$ cat config.mk
export PLATFORM = sky130hd
export DESIGN_NAME = alu8_reg
export DESIGN_NICKNAME = d
export VERILOG_FILES = /design/src/rtl/alu8_reg.sv
export SDC_FILE = /design/constraint.sdc
export NUM_CORES = 1
export LEC_CHECK = 0
export CAP_MARGIN = 20
export CORE_MARGIN = 1
export CORE_UTILIZATION = 51
export CTS_BUF_LIST = sky130_fd_sc_hd__clkbuf_8
export CTS_CLUSTER_DIAMETER = 60
export DETAILED_ROUTE_END_ITERATION = 6
export GPL_TIMING_DRIVEN = 0
export PLACE_DENSITY = 0.76
export SLEW_MARGIN = 20
export SYNTH_ARGS = -nofsm -noshare
export SYNTH_HDL_FRONTEND = slang
export SYNTH_SLANG_ARGS = --single-unit
$ cat constraint.sdc
create_clock -name clk -period 4.9 [get_ports clk]
set_input_delay 0.98 -clock clk [delete_from_list [all_inputs] [get_ports clk]]
set_output_delay 0.98 -clock clk [all_outputs]
set_load 0.005 [all_outputs]
$ cat src/rtl/alu8_reg.sv
// alu8_reg: registered ALU with one-cycle latency, producing result plus carry/zero/overflow flags.
// Optional feature macro ALU_STICKY_FLAGS_EN adds flags_clr, sticky_carry and sticky_overflow.
module alu8_reg #(
  parameter int WIDTH = 8
) (
  input  logic             clk,
  input  logic             rst,
  input  logic             in_valid,
  input  logic [WIDTH-1:0] a,
  input  logic [WIDTH-1:0] b,
  input  logic [2:0]       opcode,
`ifdef ALU_STICKY_FLAGS_EN
  input  logic             flags_clr,
  output logic             sticky_carry,
  output logic             sticky_overflow,
`endif
  output logic             out_valid,
  output logic [WIDTH-1:0] result,
  output logic             carry,
  output logic             zero,
  output logic             overflow
);

  typedef enum logic [2:0] {
    OP_AND = 3'b000,
    OP_OR  = 3'b001,
    OP_ADD = 3'b010,
    OP_SUB = 3'b011,
    OP_SHL = 3'b100,
    OP_SHR = 3'b101,
    OP_NOT = 3'b110,
    OP_XOR = 3'b111
  } op_e;

  // Same-sign operands producing a result of the opposite sign, applied to every opcode.
  function automatic logic calc_overflow(input logic sign_a, input logic sign_b, input logic sign_r);
    return (sign_a == sign_b) && (sign_r != sign_a);
  endfunction

  logic [WIDTH:0]   sum_s;
  logic [WIDTH-1:0] res_s;
  logic             carry_s;
  logic             zero_s;
  logic             ovf_s;

  logic             out_valid_d, out_valid_q;
  logic [WIDTH-1:0] result_d, result_q;
  logic             carry_d, carry_q;
  logic             zero_d, zero_q;
  logic             overflow_d, overflow_q;

  // Combinational operation and flag evaluation for the current operands.
  always_comb begin
    sum_s   = {1'b0, a} + {1'b0, b};
    res_s   = '0;
    carry_s = 1'b0;
    case (opcode)
      OP_AND:  res_s = a & b;
      OP_OR:   res_s = a | b;
      OP_ADD: begin
        res_s   = sum_s[WIDTH-1:0];
        carry_s = sum_s[WIDTH];
      end
      OP_SUB:  res_s = a - b;
      OP_SHL:  res_s = a << b;
      OP_SHR:  res_s = a >> b;
      OP_NOT:  res_s = ~a;
      OP_XOR:  res_s = a ^ b;
      default: res_s = '0;
    endcase
    zero_s = (res_s == '0);
    ovf_s  = calc_overflow(a[WIDTH-1], b[WIDTH-1], res_s[WIDTH-1]);
  end

  // Next-state selection: load a new op when valid, otherwise hold result and flags.
  always_comb begin
    out_valid_d = in_valid;
    if (in_valid) begin
      result_d   = res_s;
      carry_d    = carry_s;
      zero_d     = zero_s;
      overflow_d = ovf_s;
    end else begin
      result_d   = result_q;
      carry_d    = carry_q;
      zero_d     = zero_q;
      overflow_d = overflow_q;
    end
  end

  // Output registers with synchronous reset.
  always_ff @(posedge clk) begin
    if (rst) begin
      out_valid_q <= 1'b0;
      result_q    <= '0;
      carry_q     <= 1'b0;
      zero_q      <= 1'b0;
      overflow_q  <= 1'b0;
    end else begin
      out_valid_q <= out_valid_d;
      result_q    <= result_d;
      carry_q     <= carry_d;
      zero_q      <= zero_d;
      overflow_q  <= overflow_d;
    end
  end

  assign out_valid = out_valid_q;
  assign result    = result_q;
  assign carry     = carry_q;
  assign zero      = zero_q;
  assign overflow  = overflow_q;

`ifdef ALU_STICKY_FLAGS_EN
  logic sticky_carry_d, sticky_carry_q;
  logic sticky_overflow_d, sticky_overflow_q;

  // A clear together with a valid op reloads from that op so its flags are never lost.
  always_comb begin
    if (in_valid) begin
      if (flags_clr) begin
        sticky_carry_d    = carry_s;
        sticky_overflow_d = ovf_s;
      end else begin
        sticky_carry_d    = sticky_carry_q | carry_s;
        sticky_overflow_d = sticky_overflow_q | ovf_s;
      end
    end else begin
      if (flags_clr) begin
        sticky_carry_d    = 1'b0;
        sticky_overflow_d = 1'b0;
      end else begin
        sticky_carry_d    = sticky_carry_q;
        sticky_overflow_d = sticky_overflow_q;
      end
    end
  end

  // Sticky flag registers with synchronous reset.
  always_ff @(posedge clk) begin
    if (rst) begin
      sticky_carry_q    <= 1'b0;
      sticky_overflow_q <= 1'b0;
    end else begin
      sticky_carry_q    <= sticky_carry_d;
      sticky_overflow_q <= sticky_overflow_d;
    end
  end

  assign sticky_carry    = sticky_carry_q;
  assign sticky_overflow = sticky_overflow_q;
`endif

endmodule

==> out/metrics.csv <==
stage,metric,value,unit
synth,adder-cell share of the synthesized area,14.3,%
placement,IO Port Bufs,30,
status,status,finished clean,
synth,Synth Register Bits,12,
power_and_ir_drop,switching share of total power,38.3,%
drt,WL final,6860,um
worst_setup_path,Crit Path Max Fanout,10,
worst_setup_path,critical path required time,5.01,ns
sta,Final setup violation count,0,
synth,sequential area share after synthesis,10.5,%
finish,Layout Cells excl Fill,377,
sta,Slew @ Worst Pin,0.729,ns
clock_network,"Hold-fix buffers, CTS",0,
clock_network,CTS Buf Count,3,
clock_network,"Clk Latency, worst-skew pair",0.24,ns
sta,Slew HR,51.0,%
global_routing,initial antenna violation count,0,
power_and_ir_drop,net load switching power,164,uW
worst_setup_path,R2R Setup Slk,4.07,ns
synth,Simple-Gate Fraction of Synth Area,22.7,%
sta,Setup TNS,0,ns
floorplanning,chip width,69.1,um
clock_network,CTS tree,done,
run,maxcap violations,0,
drt,post-route ant nets,0,
worst_setup_path,"CP delay by family, top",compound AO/OA/AOI/OAI gates,
worst_setup_path,Buf/Inv on CP,4,
floorplanning,Die H,69.1,um
power_and_ir_drop,sequential share of power,25.1,%
clock_network,H-tree levels,1,
power_and_ir_drop,internal power,264,uW
finish,fraction of layout cells with a size suffix above 1,13.8,%
worst_setup_path,CP arrival,4.35,ns
synth,syn avg cell area,7.86,um2
clock_network,post-CTS sizing,0,
sta,Worst Skew,0,ns
finish,Final nets,374,
drt,routed vias,2461,
clock_network,CTS sink count,12,
worst_setup_path,R2R depth,2,
sta,minimum clock period,4.24,ns
hold_path,min-delay src,result[7],
synth,main flop type after synthesis,dfxtp_1,
placement,placed cells,374,
synth,Mapped Area,0.00229,mm2
worst_setup_path,"critical path, cell by cell",clkdlybuf4s50_1 > buf_2 > clkbuf_8 > inv_1 > ha_1 > o21bai_1 > a21oi_1 > o311ai_0 > o311ai_0 > o31a_1 > nor3_1 > or2_2 > o221ai_1,
worst_setup_path,reg2reg start,zero,
floorplanning,Core ar.,0.00432,mm2
synth,most common cell in the synthesized netlist,nor2_1,
finish,area grow syn2layout,18.0,%
synth,compound-cell area share of the yosys netlist,28.4,%
global_routing,vias in the first global route,2308,
power_and_ir_drop,Leak,1.09,nW
worst_setup_path,Crit-path slowest cell,clkdlybuf4s50_1,
synth,post-synthesis async set-or-reset flop share,0,%
worst_setup_path,"slowest stage delay, CP",0.47,ns
global_routing,pin count of the biggest net entering global routing,12,
synth,net count after synthesis,339,
synth,YS warnings,0,
clock_network,Post-CTS Setup Bufs,0,
drt,DRC,0,
global_routing,first-pass GRT wire length,11200,um
finish,ANT cells,0,
synth,Post-Syn Instances,292,
hold_path,WHS Path Cells,2,
placement,RD Place Congestion,0.963,
power_and_ir_drop,Peak supply drop,156,uV
synth,area share of xor/xnor cells in the synthesized design,1.91,%
sta,"Slew Viols, Final",0,
worst_setup_path,most frequent CP cell,o311ai_0,
power_and_ir_drop,Combinational Power Share,54.2,%
synth,cell taking the most area after synthesis,ha_1,
power_and_ir_drop,Clock power frac,20.6,%
power_and_ir_drop,pwr dens,158,mW/mm2
synth,Post-synth EDFFs,0,
global_routing,gr ovfl total,0,
placement,post-DP HPWL,5300,um
synth,main combinational cell family by area after synthesis,compound AO/OA/AOI/OAI gates,
synth,share of Yosys cell area claimed by the top area cell type,12.5,%
drt,1st-pass router iterations,5,
worst_setup_path,reg2reg end,zero,
sta,RSZ-0062 raised after global routing,no,
synth,mux cell area share after synthesis,10.3,%
sta,final period utilization,86.6,%
clock_network,Clock transition at path regs,0.05,ns
drt,wire per inst,18.2,um
clock_network,CTS Root Cell,clkbuf_8,
hold_path,Worst Hold Class,reg -> reg,
clock_network,clock buffer depth,2,
worst_setup_path,Critical Path Start,b[1],
global_routing,Total Routing Usage GR,28.6,%
floorplanning,IO Count,34,
synth,count of distinct cell types in the synthesized netlist,70,
synth,"top cells by count, synth","nor2_1, a21oi_1, ha_1, inv_1, o21ai_0",
drt,Initial DRC Count,157,
sta,Fin. Hold Viols,0,
floorplanning,Initial Util,53.1,%
worst_setup_path,Setup crit end kind,flop,
hold_path,Hold Path End,result[7],
floorplanning,Site Rows,24,
worst_setup_path,Setup CP Type,in -> reg,
floorplanning,die area,0.00477,mm2
worst_setup_path,startpoint types,input port,
sta,Peak Freq,236,MHz
drt,drt via density,6.53,
synth,synth top area cells,"ha_1, dfxtp_1, nor2_1",
worst min-delay path, delay by kind of cell (launching register included):
family             cells  cell delay [ns]
AOI/OAI and AO/OA      1             0.06
and+or+nand+nor        1             0.06
DFF                    1             0.30
kinds of logic (layout without fill, tap and decap cells):
group                      after synthesis  count (layout)
AOI/OAI and AO/OA                       96              96
xor gates and xnor gates                 5               5
adders and majority gates               25              25
buffers and inverters                   44              77
DFF                                     12              12
muxes                                   17              17
and+or+nand+nor                         93              93
layer usage:
layer / wire length, um / GRT usage [%]
met1: 3110 / 38.9
met2: 3090 / 45.0
met3: 494 / 5.70
met4: 160 / 9.98
met5: 0 / 0
final cells by class:
cell class,instances,area [um2]
Timing Repair Buffer,30,300
Multi-Input combinational cell,236,1790
Sequential cell,12,240
Fill cell,408,1620
Inverter,22,82.6
Clock buffer,3,41.3
Buffer,22,191
Tap cell,52,65.1
state kept, by name (all words and copies together), names as in the netlist:
signal and cells:
result 8, carry 1, out_valid 1, overflow 1, zero 1
layout by cell type, fill, tap and decap left out, drive strengths merged, types with 2 or more instances in the layout:
cell type and count:
a311oi 2, inv 22, clkbuf 15, nor2 36, o2111ai 2, o2bb2ai 2
nand4b 2, ha 23, and3 3, a211oi 9, mux4 5, nor4 3
nand2b 9, mux2i 10, o221ai 3, nor3 4, o41ai 2, or3 3
nor4b 2, or2b 3, a221oi 3, nand3 4, o32ai 3, a21oi 26
xnor2 4, o21ai 18, or2 2, buf 9, mux2 2, o311ai 5
a31oi 9, nor2b 3, dfxtp 12, fa 2, a31o 2, clkdlybuf4s50 30
nand2 10
metrics by stage:
stage	hold WS, ns	power (mW)	worst slack (ns)	utilization [%]	area [um2]
finish	0.468	0.428	0.658	62.6	2710
global route	0.495	0.457	0.270	62.6	2710
CTS	0.469	0.425	0.691	62.5	2700
detailed placement	0.463	0.335	0.446	61.5	2660
global placement	0.455	0.334	0.438	61.5	2660
floorplan	0.462	0.258	1.46	-	2290
worst max path at each step:
stage | cells after the start | slack [ns] | to
2_1_floorplan | 12 | 1.46 | zero
3_3_place_gp | 13 | 0.44 | overflow
3_5_place_dp | 13 | 0.45 | overflow
4_1_cts | 13 | 0.69 | overflow
5_1_grt | 13 | 0.27 | zero
6_report | 13 | 0.66 | overflow
power by group through the flow:
| stage | logic (mW) | clock network, mW | registers (mW) |
|---|---|---|---|
| after floorplan | 0.148 | 0 | 0.110 |
| after global placement | 0.224 | 0 | 0.109 |
| after detailed placement | 0.226 | 0 | 0.109 |
| after CTS | 0.227 | 0.0905 | 0.107 |
| after global routing | 0.254 | 0.0953 | 0.108 |
| final | 0.232 | 0.0883 | 0.108 |
Power figures use the tool's default switching activity.
